--- src/rtl/code_counter.sv ---
// Dual-channel event counter: channel 0 counts enabled cycles directly,
// channel 1 counts every DIV-th enabled cycle through a retained prescaler.
module code_counter #(
    parameter int WIDTH = 64,
    parameter int DIV   = 4
) (
    input  logic             Clk,
    input  logic             Reset,
    input  logic             Slt,
    input  logic             En,
    output logic [WIDTH-1:0] Output0,
    output logic [WIDTH-1:0] Output1
);

    localparam int PW = (DIV > 1) ? $clog2(DIV) : 1;
    localparam logic [PW-1:0] PRE_MAX = PW'(DIV - 1);

    logic [WIDTH-1:0] r_out0;
    logic [WIDTH-1:0] r_out1;
    logic [PW-1:0]    r_pre;

    logic w_inc0;
    logic w_step;
    logic w_wrap;

    assign w_inc0 = En & ~Slt;
    assign w_step = En & Slt;
    assign w_wrap = (r_pre == PRE_MAX);

    always_ff @(posedge Clk or negedge Reset) begin
        if (!Reset) begin
            r_out0 <= '0;
        end else if (w_inc0) begin
            r_out0 <= r_out0 + WIDTH'(1);
        end
    end

    // Partial prescale count survives Slt=0 and En=0 gaps.
    always_ff @(posedge Clk or negedge Reset) begin
        if (!Reset) begin
            r_pre  <= '0;
            r_out1 <= '0;
        end else if (w_step) begin
            if (w_wrap) begin
                r_pre  <= '0;
                r_out1 <= r_out1 + WIDTH'(1);
            end else begin
                r_pre <= r_pre + PW'(1);
            end
        end
    end

    assign Output0 = r_out0;
    assign Output1 = r_out1;

endmodule

--- config.mk ---
export PLATFORM = sky130hd
export DESIGN_NAME = code_counter
export DESIGN_NICKNAME = d
export VERILOG_FILES = /design/src/rtl/code_counter.sv
export SDC_FILE = /design/constraint.sdc
export NUM_CORES = 1
export LEC_CHECK = 0
export CAP_MARGIN = 30
export CORE_MARGIN = 1
export CORE_UTILIZATION = 47
export CTS_CLUSTER_DIAMETER = 60
export DETAILED_ROUTE_END_ITERATION = 10
export GPL_TIMING_DRIVEN = 0
export PLACE_DENSITY = 0.72
export RECOVER_POWER = 25
export SLEW_MARGIN = 20
export SYNTH_ARGS = -nofsm -noshare
export SYNTH_HDL_FRONTEND = slang
export SYNTH_SLANG_ARGS = --single-unit
--- constraint.sdc ---
create_clock -name Clk -period 3.2 [get_ports Clk]
set_input_delay 0.64 -clock Clk [delete_from_list [all_inputs] [get_ports Clk]]
set_output_delay 0.64 -clock Clk [all_outputs]
set_load 0.05 [all_outputs]
== Yosys cells after proc, flatten, opt, wreduce, memory -nomap -nowiden ==
Index checks and enable logic that the tools add are counted.
Word-level totals
  input port bits: 4
  output and inout port bits: 128
  word-level logic and storage cells: 12
  bits in registers: 130
Operators by class
  reductions and logical operators: 1
  eq/ne operators: 1
  muxes and demuxes: 1
  bitwise gates (word level): 3
  add/sub/neg operators: 3
Operators with widths (count)
  $add 64x1->64 const B: 2
  $add 2x1->2 const B: 1
  $and 1x1->1: 2
  $eq 2x2->1 const B: 1
  $mux 2: 1
  $reduce_and 2->1: 1
  $not 1->1: 1

== Depth between registers and ports, before layout ==
Gate-level depths: netlist of run 1.
  word-level depth: 2
  depth in mapped cells: 7
  depth with buffers taken out: 6

== Worst setup path before layout of run 1 ==
Ideal clock, no wire load.
  path kind: reg2reg
  from: register r_out0[16], in the netlist Output0[16]
  to: register r_out0[59], in the netlist Output0[59]
  path buffers: 2
  path slack: 474 ps
  stages on the path, launching flop included: 8
  arrival time: 2580 ps
  cell sequence: dfrtp_1 -> buf_2 -> nand3_1 -> or4_1 -> or4_1 -> buf_2 -> nor4_1 -> xor2_1
Between the ends
  word-level cells in the longest chain between the ends: 1
Ends and longest elaborated chain
  from (decl): line 18  | logic [WIDTH-1:0] r_out0;
  from (signal assigned): line 34  | r_out0 <= r_out0 + WIDTH'(1);
  $add 64x1->64: line 34
No other way between the ends.
A chain may end at the register's enable or synchronous reset.

== Final worst setup path of run 1 ==
  from: input port En
  to: register r_out1[56], in the netlist Output1[56]
Between the ends
  word-level cells in the longest chain between the ends: 2
Ends and longest elaborated chain
  from (decl): line 10  | input logic En,
  $and 1x1->1: line 27  | assign w_step = En & Slt;
  $reduce_and 2->1 (no line)
  to (signal assigned): line 46  | r_out1 <= r_out1 + WIDTH'(1);
  to (decl): line 19  | logic [WIDTH-1:0] r_out1;
No other way between the ends.

==> results.txt, run 1 <==
- Remaining global-route overflow: 0
- The initial antenna violation count is 0.
- Number of distinct library cell variants in the gate-level netlist after synthesis: 30
* Start-to-end type of the worst setup path: in2reg
- Global Route Usage Sum: 0.2328
* Area of the mapped netlist: 6003 µm²
- At the end of the flow the core is filled with cells to 0.6706.
* Cells along the critical path: clkdlybuf4s50_1 -> nand4_1 -> nor4_1 -> and4_1 -> clkbuf_1 -> nand3_1 -> xnor2_1
- Hold-fix buffers, CTS: 0
* Layout fillers: 979
* Number of buffers added on ports: 131
- Of the total power, the share spent switching nets is 0.2503.
- Data on the critical path arrives at its endpoint at 3.22 ns.
- Based on the critical path, the design can be clocked at up to 0.3420 GHz.
* Flip-flop cell with the highest count after synthesis: sky130_fd_sc_hd__dfrtp_1
- Register bit count reported by yosys: 130
- In this run, CTS created clock tree buffers numbering 17.
- Number of diodes added for antenna fixing: 0
- The hold violation total from the final report is 0.
- After detailed routing, the number of vias per cell comes to 5.393.
* Count of max-cap constraint violations: 0
* Yosys top cell area share: 0.5419
* Worst IR Drop VDD: 0.0003223 V
* Die Span X: 115.0 µm
- Of the total power, combinational logic draws 0.107.
- The later pin in the worst-skew pair is clocked with a latency of 0.42 ns.
* Post-detailed-route wirelength per cell: 16.03 µm
* Biggest area contributors in the synthesized netlist: sky130_fd_sc_hd__dfrtp_1 54%, sky130_fd_sc_hd__xor2_1 9.5%, sky130_fd_sc_hd__xnor2_1 8.9%
- Top-level I/O count: 132
- Per-instance average area after synthesis: 10.64 µm²
- Before antenna repair, the detailed router went through 5 iterations.
- Counting every net in the synthesized netlist gives 571.
- Area Overhead vs Synth: 36.41%
- Global Route met3 Usage: 0.05535
* Area enclosed by the die boundary: 13,230 µm²
- Kind of path behind the tightest hold check: reg2reg
- Proportion of power drawn by flip-flops and latches: 0.414
- Worst hold margin: 0.4742 ns
* Count of mapped cells out of synthesis: 564
- Post-layout net count: 724
* Global-route wire length before repair: 23,920 µm
- The floorplan has 40 rows.
* Leading post-synthesis cells by instance count: 130 x sky130_fd_sc_hd__dfrtp_1, 65 x sky130_fd_sc_hd__xor2_1, 61 x sky130_fd_sc_hd__xnor2_1, 49 x sky130_fd_sc_hd__nand3_1, 49 x sky130_fd_sc_hd__nand4_1
- TritonCTS built the clock tree.
- Data on the critical path is required at its endpoint by 3.50 ns.
* Most common cell in the netlist: sky130_fd_sc_hd__dfrtp_1
* Initial standard-cell utilization of the core: 0.4916
* Area of the core: 12,210 µm²
- The worst path needs 2.924 ns of the cycle, external delays included.
* Ratio of total power to cell area: 530.0 nW/µm²
- In this run the static leakage power is 3.601 nW.
- Share of the clock period used by the worst path: 0.9138
- Root buffer cell: sky130_fd_sc_hd__clkbuf_16
- No sink is reached through more buffers than the 2 on the longest clock path.
* Number of global-route vias before repair: 4,822
- Setup fix buffers added after clock tree synthesis: 0
* Most Crowded Layer GR: met2
- Cell internal power was estimated by the tool at 0.003254 W.
- Of all cell types, the one taking the most synthesized area is sky130_fd_sc_hd__dfrtp_1.
- Aggregate negative setup slack: 0 ns
* Detailed-route wire length: 14,400 µm
- The worst setup path is captured at a register.
- From bottom edge to top edge, the die measures 115.0 µm.
- Run status: finished, final reports clean
- Part of the Yosys area used for sequential elements: 0.5419
- Synth warnings: 0
- For the final database, setup skew stands at 0.007461 ns.
- In this run, the number of DRC markers left after iteration 0 of detailed routing was 379.
- Vias post-DR: 4,843
* Number of remaining DRC errors: 0
- The clock net in this run drives a total of 130 sinks.
- Antenna Violating Nets Remaining: 0
- The slowest stage of the critical path belongs to the cell sky130_fd_sc_hd__nor4_1.
- In the global route stage, met1 resource usage came out at 0.3152.
* Largest fanout on the critical path: 6
- The congestion estimate from routability-driven global placement came to 0.8448.
* Max transition margin: 0.04743
* Clock network fraction of total power: 0.479
- Count of flip-flops with a built-in enable after synthesis: 0
* Setup repair after global routing missed its margin: false
- In this run the number of H-tree levels came out at 4.
* Final number of setup-violating endpoints: 0
- Worst Tran Pin Value: 1.429 ns
- Post-synth ARST share: 1.000
* Global Route met2 Usage: 0.3618
- The analysis attributes to net switching a power of 0.001086 W.
- Largest net degree at the start of global routing: 73
- Once the clock tree was built, the resizer swapped 0 gates to a different size.
- For this run, the slowest stage of the critical path takes 0.83 ns.
- Fraction of layout instances using a drive strength above 1: 0.06027
* Worst Setup Start Kind: primary input
- CTS clock-pin slew for the worst setup and hold paths: 0.06 ns
- Detailed placement finished with a half-perimeter wire length of 10,100 µm.
- The final number of max-transition violations was 0.
==> path summary, 6_finish.rpt <==
path / from / end / depth (start not counted) / slack, ns
setup / recovery: En / Output1[56] / 7 / 0.28
max in group asynchronous: Reset / Output1[47] / 2 / 0.88
min in group asynchronous: Reset / Output0[11] / 1 / 0.55
hold reg to reg: Output0[63] / Output0[63] / 1 / 0.47
setup reg to reg: r_pre[0] / Output1[56] / 7 / 0.53
hold / removal: Output0[63] / Output0[63] / 1 / 0.47
==> power groups by stage <==
stage,Clock [W],Sequential [W],Combinational [W]
floorplan,0,0.00200,0.000106
global placement,0,0.00182,0.000464
detailed placement,0,0.00183,0.000478
CTS,0.00210,0.00180,0.000479
global route,0.00218,0.00181,0.000499
finish,0.00208,0.00180,0.000466
==> cell usage in the layout, fill, tap and decap left out, types with 2 or more instances in the layout <==
| master | instances |
|---|---|
| sky130_fd_sc_hd__and3_1 | 9 |
| sky130_fd_sc_hd__and4_1 | 6 |
| sky130_fd_sc_hd__buf_2 | 4 |
| sky130_fd_sc_hd__bufinv_16 | 4 |
| sky130_fd_sc_hd__clkbuf_1 | 7 |
| sky130_fd_sc_hd__clkbuf_16 | 17 |
| sky130_fd_sc_hd__clkbuf_2 | 2 |
| sky130_fd_sc_hd__clkbuf_8 | 4 |
| sky130_fd_sc_hd__clkdlybuf4s50_1 | 130 |
| sky130_fd_sc_hd__clkinv_2 | 3 |
| sky130_fd_sc_hd__dfrtp_1 | 130 |
| sky130_fd_sc_hd__ha_1 | 3 |
| sky130_fd_sc_hd__inv_1 | 11 |
| sky130_fd_sc_hd__mux2_2 | 3 |
| sky130_fd_sc_hd__nand2_1 | 48 |
| sky130_fd_sc_hd__nand3_1 | 49 |
| sky130_fd_sc_hd__nand4_1 | 49 |
| sky130_fd_sc_hd__nand4b_1 | 2 |
| sky130_fd_sc_hd__nor2_1 | 45 |
| sky130_fd_sc_hd__nor3_1 | 27 |
| sky130_fd_sc_hd__nor3b_1 | 2 |
| sky130_fd_sc_hd__nor4_1 | 29 |
| sky130_fd_sc_hd__nor4_2 | 2 |
| sky130_fd_sc_hd__or4_1 | 4 |
| sky130_fd_sc_hd__xnor2_1 | 61 |
| sky130_fd_sc_hd__xor2_1 | 65 |
==> worst max-delay path, delay by kind of cell <==
kind          cells  cell delay [ns]
simple gates      4             1.53
xor+xnor          1             0.16
buf+inv           2             0.90
==> metal layers <==
| layer | up-vias | part of all wire |
|---|---|---|
| met3 | 21 | 0.059 |
| li1 | 2309 | - |
| met2 | 168 | 0.47 |
| met1 | 2345 | 0.46 |
| met5 | - | 0 |
| met4 | 0 | 0.015 |
==> cells by family (layout without fill, tap and decap cells) <==
kind of cell,Yosys count,after routing,synth area share
fa+ha+maj,3,3,0.006253
xor+xnor,126,126,0.1838
simple gates,282,282,0.2486
buf+inv,19,185,0.01250
compound gates,1,1,0.001251
mux,3,3,0.005627
flops,130,130,0.5419
==> sequential cells by signal, indices dropped and copies added, names as in the netlist <==
name     count
Output0     64
r_pre        2
Output1     64
==> cell type report <==
cell class / count / area (µm²) / share of cell area
Sequential cell: 130 / 3253 / 0.3973
Multi-Input combinational cell: 415 / 2688 / 0.3282
Timing Repair Buffer: 134 / 1324 / 0.1617
Clock buffer: 23 / 488.0 / 0.05959
Tap cell: 168 / 210.2 / 0.02567
Clock inverter: 9 / 151.4 / 0.01849
Inverter: 11 / 41.29 / 0.005042
Buffer: 8 / 33.78 / 0.004125
==> stage by stage <==
stage,power [W],setup WS (ns),area (µm²),instances
after global placement,0.002285,-3.528,7525,863
after floorplan,0.002109,0.4737,6003,564
after detailed placement,0.002303,-0.08650,7569,865
after CTS,0.004377,0.3222,8208,897
after global routing,0.004486,0.1611,8189,898
final,0.004340,0.2759,8189,898
Note: power is estimated with default switching activity, not from simulation.
==> inputs of run 2 (changes only) <==
Settings changed: CORE_MARGIN 1 to default.
==> results of run 2 <==
Same layout as run 1: the final DEF is identical, and so are final timing and power.
==> inputs of run 3 (changes only) <==
Settings changed: CORE_MARGIN from default to 1.5, CORE_UTILIZATION 47 to 50, PLACE_DENSITY 0.72 to 0.76.
==> run 3 against run 2 <==
The run now ends with design-rule violations left. Power shrank 7.2%. Sequential share of layout area is 0.70 points higher. First-iteration DRC count fell by 5.0%. Cell count fell by 2.9%. Critical path type unchanged. Largest cell class unchanged.
==> results.txt, run 3 (synthesis gave the netlist of run 1 again) <==
* Run status: finished with violations
* Reg-to-reg critical path endpoint: Output1[56]
- CP Launch Point: En
* Root buffer cell: sky130_fd_sc_hd__clkbuf_16
- Kind of path behind the tightest hold check: reg2reg
- Y dimension of the die: 112.6 µm (-2.1%)
* Number of global-route vias before repair: 5,051 (+4.7%)
- The total chip power came to 0.004028 W (-7.2%).
* Placed Area: 7532 µm² (-0.48%)
* Worst flop-to-flop path startpoint: Output1[0]
- The total DRC errors in the routed layout is 9 (+9).
- The wire length on met2 came to 7164 µm (+6.3%).
* Area Overhead vs Synth: 34.04%
* Average vias per placed instance: 5.706 (+5.8%)
- The largest clock skew in the final design is 0.005035 ns (-0.002427 ns).
- Setup fix buffers added after clock tree synthesis: 0 (unchanged)
- CTS clock-pin slew for the worst setup and hold paths: 0.05 ns (about the same)
- Number of antenna violations at the first check in global routing: 0 (unchanged)
- The total of cells resized after clock tree synthesis was 0 (unchanged).
- Detailed-route wire length: 14,950 µm (+3.9%)
- Start-to-end type of the worst setup path: in2reg
* Count of max-cap constraint violations: 0 (unchanged)
- Kind of end point of the critical path: register
- Vias post-DR: 4,976 (+2.7%)
* Number of placement rows: 39 (-2.5%)
- The wire length on met1 was 6541 µm (-0.62%).
- The data required time at the worst endpoint came to 3.50 ns (about the same).
- The count of cells along the worst hold path is 1 (unchanged).
* Setup repair after global routing missed its margin: false
* Initial standard-cell utilization of the core: 0.5191 (+0.02750)
- The total global routing overflow came to 0 (unchanged).
* Share of the clock period used by the worst path: 0.9202 (+0.006381)
* Register-to-Register Setup Slack: 0.53 ns (about the same)
* Core Util, Final: 0.6958 (+0.02518)
* Final number of setup-violating endpoints: 0 (unchanged)
- The maximum fanout encountered on the critical timing path was 6 (unchanged).
* Violated checks: design-rule violations
* Fraction of layout instances using a drive strength above 1: 0.05350 (-0.006776)
* Highest-count cells in the layout ignoring fill and taps: 130 x sky130_fd_sc_hd__dfrtp_1, 130 x sky130_fd_sc_hd__clkdlybuf4s50_1, 65 x sky130_fd_sc_hd__xor2_1, 61 x sky130_fd_sc_hd__xnor2_1
- Area enclosed by the die boundary: 12,670 µm² (-4.2%)
- The post-route cell area is 8046 µm² (-1.7%).
- Hold-fix buffers, CTS: 0 (unchanged)
* HPWL reported at the end of detailed placement: 10,560 µm (+4.6%)
- The number of port buffers is 131 (unchanged).
* Count of routing violations after the opening detailed-route iteration: 360 (-5.0%)
* Number of optimization iterations in the first detailed-route pass: 8 (+3)
- Achievable Freq: 0.3396 GHz (-0.69%)
- Die Span X: 112.6 µm (-2.1%)
* Post-layout net count: 725 (+0.14%)
- The data arrival time of the critical path came to 3.24 ns (+0.02 ns).
* Global Route Usage Sum: 0.2503 (+0.01757)
- Post-detailed-route wirelength per cell: 17.15 µm (+7.0%)
* Area of the core: 11,560 µm² (-5.3%)
- Ratio of total power to cell area: 500.6 nW/µm² (-5.5%)
- The level count of the clock H-tree came to 4 (unchanged).
- Following the worst setup path forward leads to its endpoint at Output1[56].
- STA classifies the critical path startpoint as a primary input.
- The count of antenna diodes in the layout was 0 (unchanged).
* Top-level I/O count: 132 (unchanged)
- TritonCTS clock tree: built
- Global-route wire length before repair: 25,130 µm (+5.0%)
- R2R cell count: 7 (unchanged)
- The met3 wire length is 998 µm (+17%).
- Number of hold violations in the final report: 0 (unchanged)
- Signal routing reaches up to met4.
* Worst IR Drop VDD: 0.0003309 V (+2.7%)
- Number of buffers created by CTS: 17 (unchanged)
- Worst Tran Pin Value: 1.429 ns (+0.0004580 ns)
- Clock latency of the later-clocked register in the worst-skew pair: 0.42 ns (about the same)
* Pre-CTS setup slack: -0.1220 ns (-0.03549 ns)
- The final worst-path setup slack came to 0.2554 ns (-0.02042 ns).
* Minimum period implied by the final worst setup slack: 2.945 ns (+0.02042 ns)
- Max transition margin: 0.04713 (-0.0003053)
- The leakage dissipation came to 3.553 nW (-1.3%).
* Number of max-slew violations in the final report: 0 (unchanged)
- Clk sink count: 130 (unchanged)
- The number of nets still failing antenna checks after routing was 0 (unchanged).
- Largest net degree at the start of global routing: 74 (+1.4%)
* Global placement routability congestion: 0.8954 (+6.0%)
- The buffer levels on the longest clock path came to 2 (unchanged).
- Aggregate negative setup slack: 0 ns (unchanged)
==> run 3: cell types whose count changed in the layout (fill, tap and decap cells not counted), sizes merged <==
cell	delta
buf	+1
bufinv	-3
clkbuf	+1
==> run 3: how the worst min path moves through the flow <==
stage	from	end	slack (ns)
floorplan	Reset	Output0[0]	0.34
global placement	Output1[63]	Output1[63]	0.46
detailed placement	Output1[63]	Output1[63]	0.46
CTS	Reset	Output0[12]	0.20
global route	Output0[63]	Output0[63]	0.49
finish	Output0[63]	Output0[63]	0.47
==> run 3: per-stage QoR <==
| step | instances | hold slack (ns) |
|---|---|---|
| 6_report | 872 | 0.4661 |
| 5_1_grt | 872 | 0.4927 |
| 4_1_cts | 871 | 0.2027 |
| 3_5_place_dp | 841 | 0.4640 |
| 3_3_place_gp | 838 | 0.4599 |
| 2_1_floorplan | 564 | 0.3444 |
==> run 3: metal layers <==
metal,up-vias,global-route usage
met5,-,0
met4,0,0.08776
met3,24,0.06803
met2,190,0.3972
met1,2452,0.3335
li1,2310,-
==> run 3: worst max-delay path, stage by stage <==
cell                              delay [ns]
sky130_fd_sc_hd__clkdlybuf4s50_1        0.58
sky130_fd_sc_hd__nand4_1                0.23
sky130_fd_sc_hd__nor4_1                 0.87
sky130_fd_sc_hd__and4_1                 0.30
sky130_fd_sc_hd__clkbuf_1               0.30
sky130_fd_sc_hd__nand3_1                0.15
sky130_fd_sc_hd__xnor2_1                0.16
==> run 3: layout make-up <==
type / count / area, µm²
multi-input combinational: 415 / 2681
clock buffer: 24 / 471.7
fill: 873 / 3518
clock inverter: 6 / 57.56
buffer: 8 / 33.78
timing repair buffer: 135 / 1329
sequential: 130 / 3253
inverter: 11 / 41.29
tap: 143 / 178.9
==> run 3: power breakdown <==
part	switching (W)	internal, W
Sequential	0.0000885	0.00171
Combinational	0.000308	0.000160
Clock	0.000667	0.00109
Total	0.00106	0.00296
==> patch: new RTL, settings of run 3 <==
Add an input register stage for `Slt` and `En`, cleared by the reset; this delays them by one clock.
--- a/src/rtl/code_counter.sv
+++ b/src/rtl/code_counter.sv
@@ -15,6 +15,19 @@
     localparam int PW = (DIV > 1) ? $clog2(DIV) : 1;
     localparam logic [PW-1:0] PRE_MAX = PW'(DIV - 1);
 
+    logic Slt_q;
+    logic En_q;
+
+    always_ff @(posedge Clk or negedge Reset) begin
+        if (!Reset) begin
+            Slt_q <= '0;
+            En_q  <= '0;
+        end else begin
+            Slt_q <= Slt;
+            En_q  <= En;
+        end
+    end
+
     logic [WIDTH-1:0] r_out0;
     logic [WIDTH-1:0] r_out1;
     logic [PW-1:0]    r_pre;
@@ -23,8 +36,8 @@
     logic w_step;
     logic w_wrap;
 
-    assign w_inc0 = En & ~Slt;
-    assign w_step = En & Slt;
+    assign w_inc0 = En_q & ~Slt_q;
+    assign w_step = En_q & Slt_q;
     assign w_wrap = (r_pre == PRE_MAX);
 
     always_ff @(posedge Clk or negedge Reset) begin
Function: changed (a bounded check fails within 4 cycles, from zero or initial values and one cycle with Reset low).
==> patch against run 3 <==
- highest routed layer unchanged
- sequential cell count up 2
- sequential share of layout area up 0.59 points
- core utilization up 0.054 points
- largest power group unchanged
- total power down 0.13%
- final area about the same
- global-route usage down 1.7 points
- largest cell class unchanged
- the flow finishes with violations (max-capacitance violations, max-slew violations)
- register-to-register slack better by 0.18 ns
- synthesized area up 0.44%
- worst setup slack better by 0.45 ns
- routed wire length down 6.6%
- non-clock buffer count down 4
- critical endpoint is now Output1[54]
- cell count down 3.1%
==> patch: results (changes against run 3) <==
vias_per_cell: 5.59  # -2.1%
numCtsBuffers: 17  # unchanged
cap_violations: 1  # +1
reg2reg_to: "Output1[54]"
final_cell_count_no_fill: 845  # -3.1%
wl_met3_um: 933  # -6.5%
clock_latency_ns: 0.41
synth_nets: 547  # -4.2%
wl_met2_um: 6750  # -5.8%
track_usage_pct: 23.3  # -1.7 points
dpl_cell_area_um2: 7550  # +0.27%
gp_congestion: 0.853  # -4.8%
ir_worst_vdd_uv: 520  # +57%
holdWs_ns: 0.475  # +0.00853 ns
avgSynthCellArea_um2: 11.2  # +4.9%
drt_pass1_iterations: 6  # -2
grt_max_degree: 70  # -5.4%
synth_common_cells: "dfrtp_1, xnor2_1, nand2_1"
yosysSeqAreaShare_pct: 54.8  # +0.59 points
r2r-start: "r_pre[0]"
pg_comb_mw: 0.460  # -1%
seq_power_share_pct: 45.4  # +0.7 points
switchingPower_mw: 1.05  # -1.4%
use_met3_pct: 7.93  # +1.1 points
cts_resized: 0  # unchanged
ys_async_sr_fraction_pct: 100  # unchanged
critical_path.startpoint: "r_pre[0]"
drv_slew: 65  # +65
grtUsageMet1_pct: 29.1  # -4.3 points
port_buffers: 131  # unchanged
violations: "max-capacitance violations, max-slew violations"
dp_cells: 815  # -3.1%
antenna_found_initial: 0  # unchanged
drt-total-wl_um: 14000  # -6.6%
cpMaxStageDelayCell: "nor4_2"
n_fill_cell: 873  # unchanged
grt_pass1_wl_um: 23400  # -6.9%
reg2regPathDepth: 8  # +1
cp_max_fo: 10  # +4
wl_met1_um: 6000  # -8.3%
crit_arrival_ns: 2.78  # -0.46 ns
clockBufferDepth: 2  # unchanged
power.leakage_nw: 3.50  # -1.4%
utilization_pct: 69.6  # about the same
hold_start: "Output0[63]"
combPwrFrac_pct: 11.4  # -0.2 points
place_hpwl_um: 9910  # -6.2%
cp_slowest_stage_delay_ns: 0.50  # -0.37 ns
status: "complete, but fails checks"
synthDistinctLibCells: 28  # -6.7%
diodes: 0  # unchanged
skew_ns: 0.00781  # +0.00277 ns
tightestPinTransition_ns: 1.55  # +0.125 ns
synth_area_leaders: "dfrtp_1, xnor2_1, xor2_1"
first_global_vias: 4786  # -5.2%
setup_ws_ns: 0.710  # +0.455 ns
groute.layer.met2.usage_pct: 37.0  # -2.7 points
nets: 698  # -3.7%
drive_gt1_share_pct: 7.41  # +2.1 points
drt_iter0_markers: 198  # -45%
[patch: cell count changes in the layout (fill, tap and decap cells not counted), sizes merged, moves of 8 or more]
| cell | delta |
|---|---|
| xor2 | -24 |
| nor4 | -13 |
| nor2 | -17 |
| xnor2 | +24 |
| and4 | +8 |
[patch: cell families (layout without fill, tap and decap cells)]
kind of cell	count (synthesis)	count (layout)	synth area share (%)
xor gates and xnor gates	126	126	18.3
DFF	132	132	54.8
and+or+nand+nor	259	259	24.4
AOI/OAI and AO/OA	1	1	0.125
muxes	3	3	0.560
buffers and inverters	16	178	1.24
adders and majority gates	3	3	0.623
[patch: final cells by class]
| class | count | area share [%] |
|---|---|---|
| Buffer | 7 | 0.513 |
| Clock buffer | 25 | 6.28 |
| Clock inverter | 5 | 0.311 |
| Inverter | 9 | 0.420 |
| Multi-Input combinational cell | 392 | 32.9 |
| Sequential cell | 132 | 41.0 |
| Tap cell | 143 | 2.22 |
| Timing Repair Buffer | 132 | 16.3 |
